`src/rtl/imem_boot_sequencer.sv`:
```
// imem_boot_sequencer: loads a boot image from the serial word receiver into
// instruction memory and owns the processor reset line.
// Latency: word edge sampled in LOAD -> write strobe next cycle; a word that opens a
// load from HOLD/RUN/ERROR strobes one cycle later because it passes through LOAD first.
// Backpressure: none; the receiver is never stalled, so words must be >= 3 cycles apart.
// Ports: clock/reset (sync, active-high); rx_ready/rx_word/rx_addr from the receiver;
// boot_req forces a load; imem_wEn/imem_waddr/imem_wdata drive the ROM write port;
// cpu_reset holds the CPU; words_loaded/busy/error are status.
// Optional feature macro: BOOT_CHECKSUM_EN (final word of a load checked as XOR checksum).
module imem_boot_sequencer #(
    parameter int ADDR_WIDTH     = 12,
    parameter int TIMEOUT_CYCLES = 50000,
    parameter int HOLD_CYCLES    = 16
) (
    input  logic                  clock,
    input  logic                  reset,
    input  logic                  rx_ready,
    input  logic [31:0]           rx_word,
    input  logic [ADDR_WIDTH-1:0] rx_addr,
    input  logic                  boot_req,
    output logic                  cpu_reset,
    output logic                  imem_wEn,
    output logic [ADDR_WIDTH-1:0] imem_waddr,
    output logic [31:0]           imem_wdata,
    output logic [ADDR_WIDTH:0]   words_loaded,
    output logic                  busy,
    output logic                  error
);
    localparam int IW = $clog2(TIMEOUT_CYCLES);
    localparam int HW = $clog2(HOLD_CYCLES + 1);
    localparam logic [IW-1:0]       IDLE_LAST = IW'(TIMEOUT_CYCLES - 1);
    localparam logic [HW-1:0]       HOLD_LAST = HW'(HOLD_CYCLES - 1);
    localparam logic [ADDR_WIDTH:0] WL_MAX    = {1'b1, {ADDR_WIDTH{1'b0}}};

    typedef enum logic [2:0] {
        HOLD  = 3'd0,
        RUN   = 3'd1,
        LOAD  = 3'd2,
        WRITE = 3'd3,
        ERROR = 3'd4
    } state_t;

    state_t          state;
    state_t          state_nxt;
    logic            rx_ready_q;
    logic            new_word;
    logic            pend;
    logic            enter_load;
    logic            accept;
    logic            chk_fail;
    logic [IW-1:0]   idle_cnt;
    logic [HW-1:0]   hold_cnt;

    // A level held high counts once: only the rising edge is a word.
    assign new_word = rx_ready & ~rx_ready_q;

`ifdef BOOT_CHECKSUM_EN
    logic [31:0] chk_xor;

    always_ff @(posedge clock) begin
        if (reset) begin
            chk_xor <= '0;
        end else if (enter_load) begin
            chk_xor <= '0;
        end else if (state == WRITE) begin
            chk_xor <= chk_xor ^ imem_wdata;
        end
    end

    // XOR over all words including the final one is zero exactly when the final
    // word equals the XOR of the words before it. An empty load leaves it at zero.
    assign chk_fail = (chk_xor != 32'd0);
    assign error    = (state == ERROR);
`else
    assign chk_fail = 1'b0;
    assign error    = 1'b0;
`endif

    always_ff @(posedge clock) begin
        if (reset) begin
            state <= HOLD;
        end else begin
            state <= state_nxt;
        end
    end

    always_comb begin
        state_nxt  = state;
        cpu_reset  = 1'b1;
        imem_wEn   = 1'b0;
        busy       = 1'b0;
        enter_load = 1'b0;
        accept     = 1'b0;
        case (state)
            HOLD: begin
                if (new_word || boot_req) begin
                    state_nxt  = LOAD;
                    enter_load = 1'b1;
                end else if (hold_cnt == HOLD_LAST) begin
                    state_nxt = RUN;
                end
            end
            RUN: begin
                cpu_reset = 1'b0;
                if (new_word || boot_req) begin
                    state_nxt  = LOAD;
                    enter_load = 1'b1;
                end
            end
            LOAD: begin
                busy = 1'b1;
                // A word wins over the timeout when both land in the same cycle.
                if (new_word || pend) begin
                    accept    = 1'b1;
                    state_nxt = WRITE;
                end else if (idle_cnt == IDLE_LAST) begin
                    state_nxt = chk_fail ? ERROR : HOLD;
                end
            end
            WRITE: begin
                busy      = 1'b1;
                imem_wEn  = 1'b1;
                state_nxt = LOAD;
            end
            ERROR: begin
                if (new_word || boot_req) begin
                    state_nxt  = LOAD;
                    enter_load = 1'b1;
                end
            end
            default: begin
                state_nxt = HOLD;
            end
        endcase
    end

    always_ff @(posedge clock) begin
        if (reset) begin
            rx_ready_q   <= 1'b0;
            pend         <= 1'b0;
            imem_waddr   <= '0;
            imem_wdata   <= '0;
            words_loaded <= '0;
            idle_cnt     <= '0;
            hold_cnt     <= '0;
        end else begin
            rx_ready_q <= rx_ready;

            // Every word edge is captured immediately. Outside LOAD (opening a load,
            // or arriving during WRITE) it is parked and written on the next LOAD
            // cycle; the write-port registers only change after the strobe cycle.
            if (new_word) begin
                imem_waddr <= rx_addr;
                imem_wdata <= rx_word;
            end
            // Every state that can see a parked word moves to LOAD next, which
            // always consumes it, so a one-cycle flag is enough.
            pend <= new_word && (state != LOAD);

            if (enter_load) begin
                words_loaded <= '0;
            end else if (accept && (words_loaded != WL_MAX)) begin
                words_loaded <= words_loaded + 1'b1;
            end

            // Idle count runs through WRITE too, so the load closes TIMEOUT_CYCLES
            // after the last strobe cycle.
            if (enter_load || accept || !((state_nxt == LOAD) || (state_nxt == WRITE))) begin
                idle_cnt <= '0;
            end else begin
                idle_cnt <= idle_cnt + 1'b1;
            end

            if ((state == HOLD) && (state_nxt == HOLD)) begin
                hold_cnt <= hold_cnt + 1'b1;
            end else begin
                hold_cnt <= '0;
            end
        end
    end

endmodule

```
`config.mk`:
```
export PLATFORM = sky130hd
export DESIGN_NAME = imem_boot_sequencer
export DESIGN_NICKNAME = d
export VERILOG_FILES = /design/src/rtl/imem_boot_sequencer.sv
export SDC_FILE = /design/constraint.sdc
export NUM_CORES = 1
export LEC_CHECK = 0
export CORE_ASPECT_RATIO = 0.5
export CORE_MARGIN = 8
export CORE_UTILIZATION = 28
export CTS_BUF_LIST = sky130_fd_sc_hd__clkbuf_8
export CTS_CLUSTER_SIZE = 40
export DETAILED_ROUTE_END_ITERATION = 16
export MAX_ROUTING_LAYER = met4
export PLACE_DENSITY = 0.52
export SLEW_MARGIN = 10
export SYNTH_ARGS = -nofsm -noshare
export SYNTH_HDL_FRONTEND = slang
export SYNTH_SLANG_ARGS = --single-unit
```
`constraint.sdc`:
```
create_clock -name clock -period 1.7 [get_ports clock]
set_clock_uncertainty 0.05 [all_clocks]
set_input_delay 0.34 -clock clock [delete_from_list [all_inputs] [get_ports clock]]
set_output_delay 0.34 -clock clock [all_outputs]
set_load 0.03 [all_outputs]
```
==> PnR_summary.wiki <==
{| class="wikitable"
! Metric !! Value
|-
| Leakage || 2.09 nW
|-
| Critical-path cell with the highest stage delay || sky130_fd_sc_hd__or4_4
|-
| Met1 wire length || 4.47 mm
|-
| Die X || 174 um
|-
| Routed wl met2 || 4.97 mm
|-
| Hold depth || 2
|-
| # port buffers || 107
|-
| Layout cell share with drive strength beyond 1 || 19.5%
|-
| Number of warnings printed during yosys synthesis || 0
|-
| Mean Syn Cell Area || 8.47 um2
|-
| Uppermost layer routed || met4
|-
| Fin cells || 713
|-
| CP startpoint || idle_cnt[12]$_SDFF_PP0_
|-
| Utilization after layout || 43.8%
|-
| Critical path startpoint category || register
|-
| Max Freq || 591 MHz
|-
| Number of failing hold endpoints at the final stage || 0
|-
| RSZ-0062 raised after global routing || true
|-
| Crit Path Class || reg -> reg
|-
| Num Clock Sinks || 83
|-
| Post-synth EDFFs || 0
|-
| DRC errors left || 0
|-
| Proportion of synthesized chip area in sequential cells || 47.7%
|-
| Worst-path clk slew || 90 ps
|-
| Part of the cycle the worst path needs || 99.5%
|-
| Number of iterations in the first detailed-routing pass || 4
|-
| Wire length of the first global-routing pass || 16.2 mm
|-
| Most frequently used flop master after synthesis || sky130_fd_sc_hd__dfxtp_1
|-
| Post-layout min period || 1690 ps
|-
| Leading area contributor after synthesis || sky130_fd_sc_hd__dfxtp_1
|-
| Critical path capture point type || register
|-
| VDD IR-drop max || 0.365 mV
|-
| Starting density of the core || 29.1%
|-
| Fraction of post-synthesis cell area in the top cell type by area || 47.7%
|-
| Clock latency reported for the late side of the worst-skew pair || 360 ps
|-
| Number of distinct library cell variants in the gate-level netlist after synthesis || 46
|-
| Worst rel slew slack || 66.2%
|-
| Worst slew pin tran || 507 ps
|-
| Critical-path cell list || or4_4 -> nor4_4 -> and3_4 -> buf_4 -> buf_4 -> nor3b_1
|-
| Number of vias after detailed routing || 3253
|-
| Antenna diode instance count || 0
|-
| Endpoint of the most critical register-to-register path || state[1]$_SDFF_PP0_
|-
| Core box area || 12000 um2
|-
| Area Growth Syn to Fin || 50.7%
|-
| Final WS setup || 7.90 ps
|-
| Async SR Flop Fraction || 0%
|-
| Gr ovfl total || 0
|-
| Maximum root-to-sink buffer count || 2
|-
| Post-detailed-placement half-perimeter wirelength || 6.90 mm
|-
| Endpoint required time on the critical path || 1900 ps
|-
| Layout net count || 596
|-
| Number of cell instances on the worst register-to-register path || 6
|-
| Top area cells in the synthesized netlist || sky130_fd_sc_hd__dfxtp_1 (48%), sky130_fd_sc_hd__nand2_1 (11%), sky130_fd_sc_hd__a21oi_1 (8.8%)
|-
| DP Worst Slack || -270 ps
|-
| Top-level port count || 109
|-
| Die outline area || 16500 um2
|-
| Worst R2R Setup Slack || 8 ps
|-
| Post-Syn Instances || 411
|-
| Pin count of the biggest net entering global routing || 46
|-
| Flop and latch count out of synthesis || 83
|-
| Post-Route Hold Slack || 184 ps
|-
| Number of buffers created by CTS || 9
|-
| Endpoint of the worst setup timing path || state[1]$_SDFF_PP0_
|-
| Via count of the first global-routing pass || 3229
|-
| Most used cell, CP || sky130_fd_sc_hd__buf_4
|-
| Launching point of the worst reg2reg path || idle_cnt[12]$_SDFF_PP0_
|-
| Endpoints failing setup || 0
|-
| Slew Limit Fails || 0
|-
| Cell at the root of the clock tree || sky130_fd_sc_hd__clkbuf_8
|-
| Max-cap viol count || 0
|-
| Placed cells || 691
|-
| Routed WL || 9.91 mm
|-
| Critical Path Fanout Max || 3
|-
| Routed wire length per instance || 13.9 um
|-
| CTS H-tree depth || 3
|-
| Synth Net Count || 464
|-
| Count of hold-fix buffers inserted at cts || 0
|-
| Post-synth design cell area || 3480 um2
|-
| Vias/cell || 4.56
|-
| Gr usage total || 12.3%
|-
| Remaining antenna violation count || 0
|-
| Total number of placement rows || 28
|-
| Path class of the lowest-slack min-delay path || in -> reg
|-
| Status || completed
|-
| 1st-iter DRT viols || 130
|-
| Met3 Wirelength || 337 um
|-
| Pwr/cell area || 795 nW/um2
|-
| Die extent in y || 94.9 um
|-
| Critical path data arrival time || 1890 ps
|-
| Number of antenna violations at the first check in global routing || 0
|-
| Gpl congestion || 0.743
|-
| Slowest stage delay, CP || 540 ps
|-
| Clock tree from TritonCTS || built
|}
==> stage by stage <==
step	area, um2	setup TNS, ps	total power [mW]
after floorplan	3490	-178	2.40
after global placement	4900	-16120	2.72
after detailed placement	4900	-16480	2.72
after CTS	5190	-430	4.23
after global routing	5250	-268	4.37
final	5250	0	4.17
==> power breakdown <==
part | leakage, nW | switching (mW) | internal (mW)
clock | 0.106 | 0.728 | 0.795
combinational | 1.30 | 0.343 | 0.258
sequential | 0.681 | 0.0350 | 2.01
==> worst min path at each step <==
stage,from,end
2_1_floorplan,idle_cnt[0]$_SDFF_PP0_,idle_cnt[0]$_SDFF_PP0_
3_3_place_gp,imem_wdata[19]$_SDFFE_PP0P_,imem_wdata[19]$_SDFFE_PP0P_
3_5_place_dp,imem_waddr[5]$_SDFFE_PP0P_,imem_waddr[5]$_SDFFE_PP0P_
4_1_cts,reset,pend$_SDFF_PP0_
5_1_grt,reset,pend$_SDFF_PP0_
6_report,reset,pend$_SDFF_PP0_
==> cells in the mapped netlist, types with 2 or more instances <==
| master | n |
|---|---|
| sky130_fd_sc_hd__a21oi_1 | 61 |
| sky130_fd_sc_hd__and3_1 | 5 |
| sky130_fd_sc_hd__buf_1 | 4 |
| sky130_fd_sc_hd__buf_4 | 2 |
| sky130_fd_sc_hd__buf_6 | 3 |
| sky130_fd_sc_hd__clkbuf_1 | 13 |
| sky130_fd_sc_hd__dfxtp_1 | 83 |
| sky130_fd_sc_hd__ha_1 | 5 |
| sky130_fd_sc_hd__inv_1 | 9 |
| sky130_fd_sc_hd__nand2_1 | 98 |
| sky130_fd_sc_hd__nand2b_1 | 4 |
| sky130_fd_sc_hd__nand3_1 | 13 |
| sky130_fd_sc_hd__nand4_1 | 7 |
| sky130_fd_sc_hd__nor2_1 | 9 |
| sky130_fd_sc_hd__nor2b_1 | 3 |
| sky130_fd_sc_hd__nor3_1 | 10 |
| sky130_fd_sc_hd__nor3_2 | 10 |
| sky130_fd_sc_hd__nor3b_1 | 2 |
| sky130_fd_sc_hd__nor4_1 | 5 |
| sky130_fd_sc_hd__nor4b_1 | 2 |
| sky130_fd_sc_hd__o211ai_1 | 3 |
| sky130_fd_sc_hd__o21ai_0 | 8 |
| sky130_fd_sc_hd__o31ai_1 | 5 |
| sky130_fd_sc_hd__or3_1 | 6 |
| sky130_fd_sc_hd__or4_1 | 4 |
| sky130_fd_sc_hd__xnor2_1 | 12 |
| sky130_fd_sc_hd__xor2_1 | 6 |
==> state kept, by name, indices dropped and copies added, names as in the netlist <==
register and count:
imem_waddr 12, rx_ready_q 1, words_loaded 13, idle_cnt 16
imem_wdata 32, hold_cnt 5, state 3, pend 1
==> worst max-delay path: cells and delay by family (launching register included) <==
| family | cells | cell delay, ps |
|---|---|---|
| DFF | 1 | 330 |
| and+or+nand+nor | 4 | 1000 |
| buffers and inverters | 2 | 200 |
==> placed cells by master (no fill, tap or decap), drive strengths merged, types with 6 or more instances in the layout <==
cell	netlist	final
a21oi	61	61
buf	11	43
clkbuf	14	13
clkdlybuf4s50	0	45
dfxtp	83	83
dlygate4sd2	0	56
inv	9	10
nand2	98	98
nand3	13	13
nand4	7	7
nor2	9	9
nor3	20	20
nor4	6	6
o21ai	9	9
or3	6	6
xnor2	12	12
xor2	6	6
==> per-layer routing <==
layer  vias to the layer above  global-route usage [%]
li1                       1669                       -
met1                      1521                    13.6
met2                        53                    21.6
met3                        10                    3.46
met4                         0                    3.89
met5                         -                       -
==> cells by family after synthesis <==
kind of cell             after synthesis  synth area share [%]
AO/OA/AOI/OAI                         84                  13.5
XOR/XNOR                              18                  4.53
adder cells (fa/ha/maj)                5                  1.80
buffers and inverters                 34                  5.07
flip-flops                            83                  47.7
multiplexers                           1                 0.287
other                                  1                 0.108
AND/OR/NAND/NOR                      185                  27.0
==> area by class of cell <==
type / instances / area, um2
Fill cell: 1245 / 6730
Multi-Input combinational cell: 294 / 1790
Sequential cell: 83 / 1670
Timing Repair Buffer: 146 / 1330
Tap cell: 165 / 206
Clock buffer: 12 / 165
Clock inverter: 4 / 48.8
Inverter: 9 / 33.8
==> timing repair <==
item                       CTS  global route
buffers inserted             3             5
pin swaps                   14             5
setup endpoints to repair   81            34
gates cloned                 1             0
resized for setup           78            17
(Power assumes the default switching activity.)
